<file path="src/rtl/sram_port_arbiter.sv">
// Round-robin arbiter sharing one single-port SRAM among n_req requesters:
// one access per cycle, read data routed back to its requester after a fixed latency.
module sram_port_arbiter #(
  parameter int n_req        = 4,
  parameter int data_width   = 16,
  parameter int addr_width   = 16,
  parameter int read_latency = 2
) (
  input  logic                        clk,
  input  logic                        reset,
  input  logic                        enable,
  input  logic [n_req-1:0]            req,
  input  logic [n_req-1:0]            req_write,
  input  logic [n_req*addr_width-1:0] req_addr,
  input  logic [n_req*data_width-1:0] req_wdata,
  output logic [n_req-1:0]            grant,
  output logic [n_req-1:0]            rvalid,
  output logic [data_width-1:0]       rdata,
  output logic [addr_width-1:0]       sram_addr,
  output logic [data_width-1:0]       sram_wdata,
  output logic                        sram_we,
  output logic                        sram_re,
  input  logic [data_width-1:0]       sram_rdata,
  output logic                        busy
);
  localparam int idx_w = (n_req > 1) ? $clog2(n_req) : 1;

  logic [idx_w-1:0]  ptr, gidx;
  logic              found;
  logic [read_latency:0] vld_pipe;
  logic [idx_w-1:0]  tag_pipe [read_latency+1];

  // Search from the pointer upward with wrap; first set request wins.
  always_comb begin : arb
    int idx;
    logic [idx_w-1:0] cand;
    grant = '0;
    gidx  = '0;
    found = 1'b0;
    idx   = 0;
    cand  = '0;
    if (enable && !reset) begin
      for (int k = 0; k < n_req; k++) begin
        idx = int'(ptr) + k;
        if (idx >= n_req) idx = idx - n_req;
        cand = idx[idx_w-1:0];
        if (!found && req[cand]) begin
          found       = 1'b1;
          gidx        = cand;
          grant[cand] = 1'b1;
        end
      end
    end
  end

  always_ff @(posedge clk) begin
    if (reset) begin
      ptr        <= '0;
      sram_we    <= 1'b0;
      sram_re    <= 1'b0;
      sram_addr  <= '0;
      sram_wdata <= '0;
      vld_pipe   <= '0;
      rvalid     <= '0;
      rdata      <= '0;
      for (int j = 0; j <= read_latency; j++) tag_pipe[j] <= '0;
    end else begin
      sram_we <= found & req_write[gidx];
      sram_re <= found & ~req_write[gidx];
      if (found) begin
        ptr        <= (gidx == idx_w'(n_req - 1)) ? '0 : gidx + 1'b1;
        sram_addr  <= req_addr[gidx*addr_width +: addr_width];
        sram_wdata <= req_wdata[gidx*data_width +: data_width];
      end
      // Tag stage read_latency lines up with the cycle sram_rdata is valid.
      vld_pipe    <= {vld_pipe[read_latency-1:0], found & ~req_write[gidx]};
      tag_pipe[0] <= gidx;
      for (int j = 1; j <= read_latency; j++) tag_pipe[j] <= tag_pipe[j-1];
      rvalid <= '0;
      if (vld_pipe[read_latency]) begin
        rvalid[tag_pipe[read_latency]] <= 1'b1;
        rdata                          <= sram_rdata;
      end
    end
  end

  assign busy = (|req) | (|vld_pipe) | sram_we | sram_re;

endmodule

</file>
<file path="config.mk">
export PLATFORM = sky130hd
export DESIGN_NAME = sram_port_arbiter
export DESIGN_NICKNAME = d
export VERILOG_FILES = /design/src/rtl/sram_port_arbiter.sv
export SDC_FILE = /design/constraint.sdc
export NUM_CORES = 1
export LEC_CHECK = 0
export ABC_CLOCK_PERIOD_IN_PS = 5800
export BUFFER_PORTS_ARGS = -buffer_cell sky130_fd_sc_hd__buf_2
export CAP_MARGIN = 20
export CORE_ASPECT_RATIO = 0.7
export CORE_MARGIN = 3
export CORE_UTILIZATION = 48
export DETAILED_ROUTE_END_ITERATION = 10
export PLACE_DENSITY = 0.87
export SLEW_MARGIN = 30
export SYNTH_ARGS = -nofsm -noshare
export SYNTH_HDL_FRONTEND = slang
export SYNTH_SLANG_ARGS = --single-unit
</file>
<file path="constraint.sdc">
create_clock -name clk -period 5.8 [get_ports clk]
set_input_delay 0.58 -clock clk [delete_from_list [all_inputs] [get_ports clk]]
set_output_delay 0.58 -clock clk [all_outputs]
set_load 0.01 [all_outputs]
</file>
* Word level (Yosys, flattened, before mapping)
Memory sizes are Yosys's and may differ from the RTL's.
Index checks and enable logic that the tools add are counted.
** Word-level totals
- Register bits :: 59
- RAM bits :: 6
- Input port bits :: 155
- Output and inout bits :: 59
- Memories kept :: 1
** Cells by class
- Add/sub/neg operators :: 8
- $lt $le $gt $ge :: 15
- Equal/unequal tests :: 1
- Shift-type cells :: 2
- Muxes and demuxes :: 56
- Bitwise gates (word level) :: 13
- Reduce and logical (&&, ||, !) cells :: 16
** Memories
- tag_pipe :: depth 3, bits a word 2, read ports 3, clocked after Yosys merged registers in 0, wr ports 3, RTL line 31 : logic [idx_w-1:0] tag_pipe [read_latency+1];
** Operator list (count)
- 64-bit by 7-bit variable part select with 16-bit output :: 2
- 2-bit 2-to-1 mux :: 17
- 4-bit 2-to-1 mux :: 8
- 1-bit 2-to-1 mux :: 21
- 2-bit by 3-bit less-than comparator with 1-bit output, second input constant :: 6
- 4-bit bitwise OR :: 3
- 1-bit binary-select mux with 2-bit select :: 5
- 1-bit demux with 2-bit select :: 5
- 2-bit by 1-bit >= comparator with 1-bit output, second input constant :: 5
- 3-bit >= comparator, second input constant :: 3
- 1-bit logical AND :: 9
- 2-bit by 1-bit subtractor with 2-bit output, second input constant :: 4
- 2-bit by 2-bit adder with 3-bit output, second input constant :: 2
- 1-bit bitwise OR :: 6
- 1-bit zero test :: 4
- 4-bit OR reduction :: 1
- 2-bit by 1-bit adder with 3-bit output, second input constant :: 1
- 2-bit by 3-bit >= comparator with 1-bit output, second input constant :: 1
- 3-bit OR reduction :: 1
- 2-bit by 1-bit adder with 2-bit output, second input constant :: 1
- 1-bit bitwise AND :: 2
- 2-bit equality test, second input constant :: 1
- 1-bit inverter :: 2
- 2-bit OR reduction :: 1

* Depth between registers and ports, before layout
Gate-level depths: netlist of run 1.
- Depth in word-level cells :: 23
- Mapped depth :: 12
- Gate-level depth less buffers :: 8

* Worst setup path after synthesis of run 1
No wires, ideal clock.
- Path type :: flip-flop to output port
- Start :: register ptr[1]
- End :: output port grant[0]
- Data arrival time :: 2364 ps
- Required time :: 5220 ps
- Setup slack :: 2856 ps
- Cell stages (with the launch flop) :: 11
- Path buffers :: 2
- Cells stage by stage :: dfxtp_1 > buf_6 > inv_1 > ha_1 > buf_6 > mux2i_1 > mux2i_2 > a211oi_1 > a22o_1 > mux2i_1 > a21oi_1
** Between the ends
- Longest elaborated chain between the ends :: 19
** RTL lines
- start, declared :: RTL line 28 : logic [idx_w-1:0] ptr, gidx;
- start signal, assigned :: RTL line 71 : ptr <= (gidx == idx_w'(n_req - 1)) ? '0 : gidx + 1'b1;
- branches (longest 17 deep; another with 2-bit by 1-bit adder with 3-bit output)
- 4-bit 2-to-1 mux * :: RTL line 47 : if (!found && req[cand]) begin
- 4-bit 2-to-1 mux * :: RTL line 42 : if (enable && !reset) begin
- end, declared :: RTL line 16 : output logic [n_req-1:0] grant,
Mark *: on every way between the ends. The select of a mux whose other input is x is not followed.

* Final worst setup path of run 1
- Start :: register ptr[0]
- End :: register sram_we
** Between the ends
- Longest elaborated chain between the ends :: 22
** RTL lines
- 2-bit by 3-bit >= comparator with 1-bit output / 2-bit by 1-bit subtractor with 2-bit output (equally long branches) :: RTL line 45 : if (idx >= n_req) idx = idx - n_req;
- 2-bit 2-to-1 mux :: RTL line 45
- 2-bit 2-to-1 mux :: RTL line 42
- 1-bit binary-select mux with 2-bit select :: RTL line 47
- 1-bit 2-to-1 mux (implied by the code) :: RTL line 47
- 1-bit 2-to-1 mux :: RTL line 47
- 1-bit 2-to-1 mux :: RTL line 42
- 1-bit zero test :: RTL line 47
- [... 6 more ...]
- 1-bit 2-to-1 mux :: RTL line 42
- 1-bit zero test :: RTL line 47
- 1-bit logical AND :: RTL line 47
- 2-bit 2-to-1 mux :: RTL line 47
- 2-bit 2-to-1 mux :: RTL line 42
- 1-bit binary-select mux with 2-bit select :: RTL line 68 : sram_we <= found & req_write[gidx];
- 1-bit 2-to-1 mux (implied by the code) :: RTL line 68
- 1-bit bitwise AND * :: RTL line 68
- end signal, assigned :: RTL line 68
- end, declared :: RTL line 21 : output logic sram_we,
Every way passes the cells marked *; elsewhere a longest branch is shown, timed or not. The select of a mux whose other input is x is not followed.
A chain may end at the register's enable or synchronous reset.

==> summary.txt, run 1 <==
Final layout
  – Final Cell Area: 0.00492 mm2
  – Register area: 0.00128 mm2
  – Share of cells above drive strength 1: 0.512
  – Nets: 709
  – Area of the multi-input gates: 0.00219 mm2
  – # fillers: 594
  – Area grow syn2layout: 32.7%
  – Ant. Diodes: 0
  – Final design utilization: 0.666

Worst setup path
  – Startpoint types: flip-flop
  – Reg2reg end: sram_we
  – RR Startpoint: ptr[0]
  – Crit-path max FO: 36
  – CP endpoint: sram_we
  – Crit-path max cell delay: 710 ps
  – Worst Path Required: 6030 ps
  – Slowest stage cell, crit path: dfxtp_1
  – Flop-to-flop setup slack: 1550 ps
  – Crit path DAT: 4480 ps
  – FF-to-FF path depth: 9
  – Kind of critical path: flip-flop to flip-flop
  – Critical path startpoint: ptr[0]
  – Type of destination of the critical path: flip-flop
  – CP cell instances: inv_1, ha_1, mux2i_1, o22ai_2, a21oi_4, buf_4, and2_4, mux2_2, a32o_1

Clock network
  – Hold_buf cts: 0
  – Clk_lat worst skew: 340 ps
  – CTS tree: built
  – CTS Root Buffer Type: clkbuf_8
  – Clock sinks: 64
  – Max Root-Sink Buffers: 2
  – Post-CTS resize count: 0
  – CTS buffer count: 9
  – CTS clk-pin slew, worst paths: 70 ps
  – H-tree depth: 3
  – Setup Buffers After CTS: 0

STA
  – RSZ-0062 raised after global routing: no
  – Finish-stage setup viols: 0
  – Max transition margin: 0.552
  – Hold Vio Cnt, Final: 0
  – F_max: 0.235 GHz
  – WHS: 432 ps
  – Final Skew: 9.45 ps
  – Final worst-path cycle share: 0.733
  – Slew Limit Fails: 0
  – Tmin final: 4250 ps
  – Slew @ Worst Pin: 669 ps
  – Post-route setup TNS: 0 ps

Global routing
  – Initial antenna violation count: 0
  – Largest net degree at the start of global routing: 37
  – Gr usage total: 0.224
  – Global-route wire length before repair: 16,200 um
  – GRT overflow: 0
  – Vias in the first global route: 3,354

Place
  – Global placement routability congestion: 0.887
  – IO buf count: 213
  – Final HPWL DP: 7960 um
  – Post-DP Area: 0.00470 mm2

Die
  – Core area: 0.00738 mm2
  – Die X: 111 um
  – Ports: 214
  – Initial core utilization: 0.502
  – Die area: 0.00883 mm2
  – Num rows: 26
  – Die H: 79.5 um

Synthesis
  – Netlist Area Pre-Place: 0.00371 mm2
  – Mean Syn Cell Area: 10.7 um2
  – Yosys reg bits: 64
  – Post-Synthesis Cells: 347
  – Synthesis Warnings: 0
  – Net Count, Synth: 510
  – Netlist cell types: 45
  – Register area share after synthesis: 0.346

Power and ir drop
  – Power Density: 313 mW/mm2
  – VDD IR max: 169 uV
  – Leak Pwr: 2.32 nW

Drt
  – Post-route ant nets: 0
  – 1st-pass router iterations: 4
  – Routed via count: 3,418
  – 1st-iter DRT viols: 89
  – Vias/cell: 5.27
  – Post-Route WL: 10,300 um
  – Detailed-route DRC error count: 0
  – WL/cell: 15.8 um

Run status
  – Result of the run: complete, no violations

Min path
  – Worst Hold Class: flip-flop to flip-flop

Run
  – Max-Cap Viols: 0
[cell type report]
class	instances	share of cell area
clock buffer	9	0.0252
clock inverter	7	0.0196
inverter	4	0.00305
multi-input combinational	251	0.445
sequential	64	0.261
tap	98	0.0249
timing repair buffer	216	0.221
[state kept, by name, summed over array words and instances, names as in the netlist]
| signal | count |
|---|---|
| ptr | 2 |
| rdata | 16 |
| rvalid | 4 |
| sram_addr | 16 |
| sram_wdata | 16 |
| sram_we | 1 |
| tag_pipe | 6 |
| vld_pipe | 3 |
[logic make-up (layout without fill, tap and decap cells)]
group / Yosys count / after routing / share of synthesized area
XOR/XNOR: 1 / 1 / 0.00236
multiplexers: 95 / 95 / 0.264
buffers and inverters: 32 / 236 / 0.0665
AO/OA/AOI/OAI: 59 / 59 / 0.186
adder cells (fa/ha/maj): 8 / 8 / 0.0270
AND/OR/NAND/NOR: 88 / 88 / 0.109
flip-flops: 64 / 64 / 0.346
[metrics by stage]
step / total power [W] / std cells / setup WS (ps)
final: 0.00154 / 649 / 1550
after global routing: 0.00162 / 649 / 1280
after CTS: 0.00155 / 649 / 1550
after detailed placement: 0.00113 / 633 / 1530
after global placement: 0.00111 / 633 / 1730
after floorplan: 0.000970 / 347 / 2860
[power by group]
part	leakage, nW	internal, W	switching (W)
logic	1.69	0.000263	0.000300
clock network	0.113	0.000242	0.000179
registers	0.524	0.000507	0.0000493
total	2.32	0.00101	0.000528
[placed cells by master, fill, tap and decap left out, drive strengths merged, types with 3 or more instances in the layout]
cell | netlist | final
o221ai | 32 | 32
mux2i | 89 | 89
o22ai | 4 | 4
o21ai | 5 | 5
nor2 | 25 | 25
dfxtp | 64 | 64
buf | 20 | 216
a22o | 4 | 4
clkbuf | 8 | 9
mux2 | 6 | 6
clkinv | 0 | 5
a21oi | 7 | 7
nor2b | 7 | 7
nand2 | 45 | 45
inv | 4 | 4
ha | 8 | 8
nand2b | 3 | 3
[metal layers]
metal  routed length (um)  GRT usage  up-vias
li1                     -          -     1676
met1                 4190      0.261     1605
met2                 5310      0.417      127
met3                  708     0.0606       10
met4                   76     0.0437        0
met5                    0          0        -
[synthesized netlist by cell type]
cell | count | share of area
o22ai_1 | 3 | 0.0051
buf_6 | 5 | 0.015
or3b_1 | 1 | 0.0024
buf_4 | 4 | 0.0081
mux2_1 | 1 | 0.0030
and3_1 | 1 | 0.0017
o22ai_2 | 1 | 0.0034
a22o_1 | 4 | 0.0094
o21ai_0 | 1 | 0.0013
nor4_1 | 1 | 0.0017
nor3b_1 | 1 | 0.0020
nor4_2 | 1 | 0.0034
buf_12 | 4 | 0.022
a21oi_4 | 1 | 0.0044
inv_1 | 4 | 0.0040
and2_4 | 1 | 0.0024
o21ai_2 | 2 | 0.0047
nand3_1 | 1 | 0.0013
o221a_4 | 1 | 0.0054
xor2_1 | 1 | 0.0024
nand2_4 | 1 | 0.0030
nand2_1 | 44 | 0.045
nor2_1 | 24 | 0.024
buf_2 | 7 | 0.0094
o21ai_1 | 2 | 0.0027
o221ai_1 | 2 | 0.0047
a31oi_1 | 1 | 0.0017
o221ai_2 | 30 | 0.12
mux2_4 | 3 | 0.012
mux2i_1 | 87 | 0.23
nor2_4 | 1 | 0.0030
nand2b_1 | 3 | 0.0051
dfxtp_1 | 64 | 0.35
mux2_2 | 2 | 0.0061
a21oi_1 | 6 | 0.0081
mux2i_2 | 2 | 0.0074
a211oi_1 | 1 | 0.0020
a31o_2 | 1 | 0.0024
nor2b_1 | 7 | 0.012
nand3b_1 | 1 | 0.0020
clkbuf_1 | 8 | 0.0081
ha_1 | 8 | 0.027
a221o_1 | 1 | 0.0027
a32o_1 | 1 | 0.0027
a2111oi_2 | 1 | 0.0040
[worst min-delay path by stage]
stage / slack [ps] / start / depth (start not counted) / endpoint
final: 430 / tag_pipe[0][2] / 1 / tag_pipe[0][4]
after global routing: 440 / tag_pipe[0][2] / 1 / tag_pipe[0][4]
after CTS: 430 / tag_pipe[0][3] / 1 / tag_pipe[0][5]
after detailed placement: 420 / tag_pipe[0][1] / 1 / tag_pipe[0][3]
after global placement: 420 / tag_pipe[0][0] / 1 / tag_pipe[0][2]
after floorplan: 410 / tag_pipe[0][0] / 1 / tag_pipe[0][2]
[critical path, delay by kind of cell, from the launching register on]
kind            cells  cell delay (ps)
simple gates        1              680
buf+inv             2              790
flops               1              710
mux                 2              810
fa+ha+maj           1              570
compound gates      3              520
Note: power is estimated with default switching activity, not from simulation.
==> run 2, diff against run 1 <==
--- a/config.mk
+++ b/config.mk
@@ -5,14 +5,15 @@
 export SDC_FILE = /design/constraint.sdc
 export NUM_CORES = 1
 export LEC_CHECK = 0
-export ABC_CLOCK_PERIOD_IN_PS = 5800
+export ABC_AREA = 1
+export ABC_CLOCK_PERIOD_IN_PS = 4300
 export BUFFER_PORTS_ARGS = -buffer_cell sky130_fd_sc_hd__buf_2
 export CAP_MARGIN = 20
 export CORE_ASPECT_RATIO = 0.7
 export CORE_MARGIN = 3
-export CORE_UTILIZATION = 48
+export CORE_UTILIZATION = 47
 export DETAILED_ROUTE_END_ITERATION = 10
-export PLACE_DENSITY = 0.87
+export PLACE_DENSITY = 0.82
 export SLEW_MARGIN = 30
 export SYNTH_ARGS = -nofsm -noshare
 export SYNTH_HDL_FRONTEND = slang
==> constraint.sdc (replaced) <==
create_clock -name clk -period 4.3 [get_ports clk]
set_input_delay 0.43 -clock clk [delete_from_list [all_inputs] [get_ports clk]]
set_output_delay 0.43 -clock clk [all_outputs]
set_load 0.01 [all_outputs]
==> run 2 against run 1 <==
- worst setup slack lost 170 ps
- sequential power up 30%
- final cell count grew 58%
- largest cell class unchanged
- highest routed layer is now met5
==> summary.txt, run 2 <==
Run status
  – Result of the run: complete, no violations

Drt
  – Post-route ant nets: 0 (unchanged)
  – Detailed-route DRC error count: 0 (unchanged)
  – Routed via count: 5,199 (+52%)
  – Vias/cell: 5.07 (-3.7%)
  – 1st-iter DRT viols: 313 (+250%)
  – 1st-pass router iterations: 4 (unchanged)
  – Post-Route WL: 13,600 um (+32%)
  – WL/cell: 13.2 um (-16%)

Global routing
  – Gr usage total: 0.252 (+0.0280)
  – Largest net degree at the start of global routing: 66 (+78%)
  – Vias in the first global route: 4,551 (+36%)
  – GRT overflow: 0 (unchanged)
  – Global-route wire length before repair: 21,500 um (+33%)
  – Initial antenna violation count: 1 (+1)

Synthesis
  – Netlist cell types: 30 (-33%)
  – Netlist Area Pre-Place: 0.00434 mm2 (+17%)
  – Largest family of logic cells by synthesized area: simple AND/OR/NAND/NOR gates
  – Top post-synthesis cells by area: dfxtp_1 30%, nand2_1 22%, nand4_1 9.5%
  – Mean Syn Cell Area: 6.03 um2 (-44%)
  – Compound-Gate Fraction of Synth Area: 0.0412 (-0.145)
  – Post-Synthesis Cells: 720 (+110%)
  – Register area share after synthesis: 0.295 (-0.0504)
  – Synth Area in XOR/XNOR: 0 (-0.00236)
  – Net Count, Synth: 883 (+73%)
  – Post-Synth Simple-Gate Area: 0.485 (+0.376)
  – Adder-Cell Fraction of Synth Area: 0.0231 (-0.00394)
  – Ys async rst share: 0 (unchanged)
  – Synth area leader: dfxtp_1
  – EDFF count, synth: 0 (unchanged)
  – Synth top area share: 0.295 (-0.0504)
  – Most frequent cell after synthesis: nand2_1
  – Post-synthesis mux area share: 0 (-0.264)
  – Yosys reg bits: 64 (unchanged)
  – Synthesis Warnings: 0 (unchanged)
  – Post-synth top flop: dfxtp_1
  – Most frequent cells after synthesis: 258 x nand2_1, 94 x inv_1, 72 x nand3_1

Final layout
  – Ant. Diodes: 0 (unchanged)
  – Most frequent cells in the layout: 257 x nand2_1, 213 x buf_2, 94 x inv_1
  – Biggest regs: rdata (16), sram_addr (16), sram_wdata (16)
  – Commonest non-fill, non-tap cell in the layout: nand2_1
  – # fillers: 839 (+41%)
  – Non-Filler Instances: 1,025 (+58%)
  – Share of cells above drive strength 1: 0.291 (-0.221)
  – Area grow syn2layout: 29.5%
  – Nets: 1,063 (+50%)

Min path
  – Hold endpoint: rdata[11]
  – Worst Hold Class: input pin to flip-flop
  – Hold Path Origin: sram_rdata[11]
  – Hold path cells: 3 (+2)

Worst setup path
  – RR Startpoint: ptr[0]
  – Most frequent CP cell: nand2_1
  – Reg2reg end: vld_pipe[0]
  – Crit-path max FO: 44 (+22%)
  – Worst Path Required: 4500 ps (-1530 ps)
  – FF-to-FF path depth: 15 (+6)
  – Slowest stage cell, crit path: dfxtp_1
  – CP cell instances: inv_6, ha_1, inv_1, nand2_1, nand2_2, o21ai_2, nand2_2, nand3_2, buf_12, inv_2, nand2_1, nand2_1, nand2_2, nand2_1, nor2_1
  – Crit path DAT: 3120 ps (-1360 ps)
  – Startpoint types: flip-flop
  – Kind of critical path: flip-flop to flip-flop
  – Type of destination of the critical path: flip-flop
  – Crit-path max cell delay: 650 ps (-60 ps)
  – Flop-to-flop setup slack: 1380 ps (-170 ps)

STA
  – Final Skew: 7.11 ps (-2.34 ps)
  – RSZ-0062 raised after global routing: no
  – Post-route setup TNS: 0 ps (unchanged)
  – Hold Vio Cnt, Final: 0 (unchanged)
  – Tmin final: 2920 ps (-1330 ps)
  – F_max: 0.342 GHz (+45%)
  – Final worst-path cycle share: 0.680 (-0.0530)
  – Finish-stage setup viols: 0 (unchanged)
  – Slew @ Worst Pin: 697 ps (+27.3 ps)
  – Max transition margin: 0.536 (-0.0165)
  – Slew Limit Fails: 0 (unchanged)

Clock network
  – CTS buffer count: 9 (unchanged)
  – Hold_buf cts: 0 (unchanged)
  – Max Root-Sink Buffers: 2 (unchanged)
  – Setup Buffers After CTS: 0 (unchanged)
  – Post-CTS resize count: 0 (unchanged)
  – CTS Root Buffer Type: clkbuf_16
  – Clk_lat worst skew: 320 ps (-20 ps)
  – H-tree depth: 3 (unchanged)
  – Clock sinks: 64 (unchanged)
  – CTS tree: built
  – CTS clk-pin slew, worst paths: 60 ps (about the same)

Die
  – Initial core utilization: 0.498 (-0.00447)
  – Die X: 121 um (+8.8%)
  – Die area: 0.0104 mm2 (+18%)
  – Die H: 86.4 um (+8.6%)
  – Num rows: 28 (+7.7%)
  – Ports: 214 (unchanged)
  – Core area: 0.00872 mm2 (+18%)

Place
  – Placed cell count: 1,009 (+59%)
  – Final HPWL DP: 9580 um (+20%)
  – Global placement routability congestion: 0.911 (+2.6%)
  – IO buf count: 213 (unchanged)

Run
  – Max-Cap Viols: 0 (unchanged)

Power and ir drop
  – Leak Pwr: 3.42 nW (+47%)
  – VDD IR max: 296 uV (+75%)
  – Power Density: 442 mW/mm2 (+41%)
-- run 2: cell types whose count changed in the layout (fill, tap and decap cells not counted), sizes merged, moves of 6 or more --
cell / previous run / this run
mux2: 6 / 0
inv: 4 / 102
mux2i: 89 / 0
nor2: 25 / 45
nand2: 45 / 269
nor2b: 7 / 0
nand3: 1 / 77
nand4: 0 / 66
o21ai: 5 / 22
o221ai: 32 / 0
-- run 2: report_power, final --
part / internal (W) / switching, W
clock network: 0.000406 / 0.000270
registers: 0.000670 / 0.0000555
logic: 0.000360 / 0.000721
total: 0.00144 / 0.00105
-- run 2: worst max-delay path by stage --
stage,cells past startpoint,slack (ps),end,start
global placement,15,1480,vld_pipe[0],ptr[0]
CTS,15,1380,vld_pipe[0],ptr[0]
detailed placement,15,1390,vld_pipe[0],ptr[0]
global route,15,1100,vld_pipe[0],ptr[0]
finish,15,1380,vld_pipe[0],ptr[0]
floorplan,10,2150,grant[1],ptr[1]
-- run 2: metal layers --
| layer | vias to the layer above | track usage | share of wire |
|---|---|---|---|
| met5 | - | 0 | 0.00096 |
| met4 | 2 | 0.0504 | 0.0096 |
| met3 | 19 | 0.0770 | 0.10 |
| met2 | 248 | 0.408 | 0.45 |
| met1 | 2289 | 0.335 | 0.43 |
| li1 | 2641 | - | - |
-- run 2: through the flow --
step | utilization | setup WS, ps | hold WS, ps | power (W) | cell area [um2]
3_3_place_gp | 0.612 | 1480 | 392 | 0.00181 | 5340
2_1_floorplan | - | 2150 | 388 | 0.00155 | 4340
6_report | 0.644 | 1380 | 335 | 0.00248 | 5620
3_5_place_dp | 0.612 | 1390 | 398 | 0.00181 | 5340
5_1_grt | 0.644 | 1100 | 339 | 0.00266 | 5620
4_1_cts | 0.644 | 1380 | 330 | 0.00249 | 5620
-- run 2: critical path: cells and delay by family, from the launching register on --
family | cells | cell delay [ps]
compound gates | 1 | 60
fa+ha+maj | 1 | 380
buf+inv | 4 | 710
flops | 1 | 650
simple gates | 9 | 970
-- run 2: area by class of cell --
type / count / area, um2 / share of cell area
multi-input combinational: 504 / 2380 / 0.424
sequential: 64 / 1280 / 0.228
timing repair buffer: 219 / 1120 / 0.200
inverter: 102 / 397 / 0.0706
clock buffer: 10 / 239 / 0.0425
tap: 120 / 150 / 0.0267
clock inverter: 6 / 43.8 / 0.00779
-- run 2: logic make-up after synthesis --
kind of cell | count (synthesis)
DFF | 64
adders and majority gates | 8
and+or+nand+nor | 464
buffers and inverters | 152
AOI/OAI and AO/OA | 32
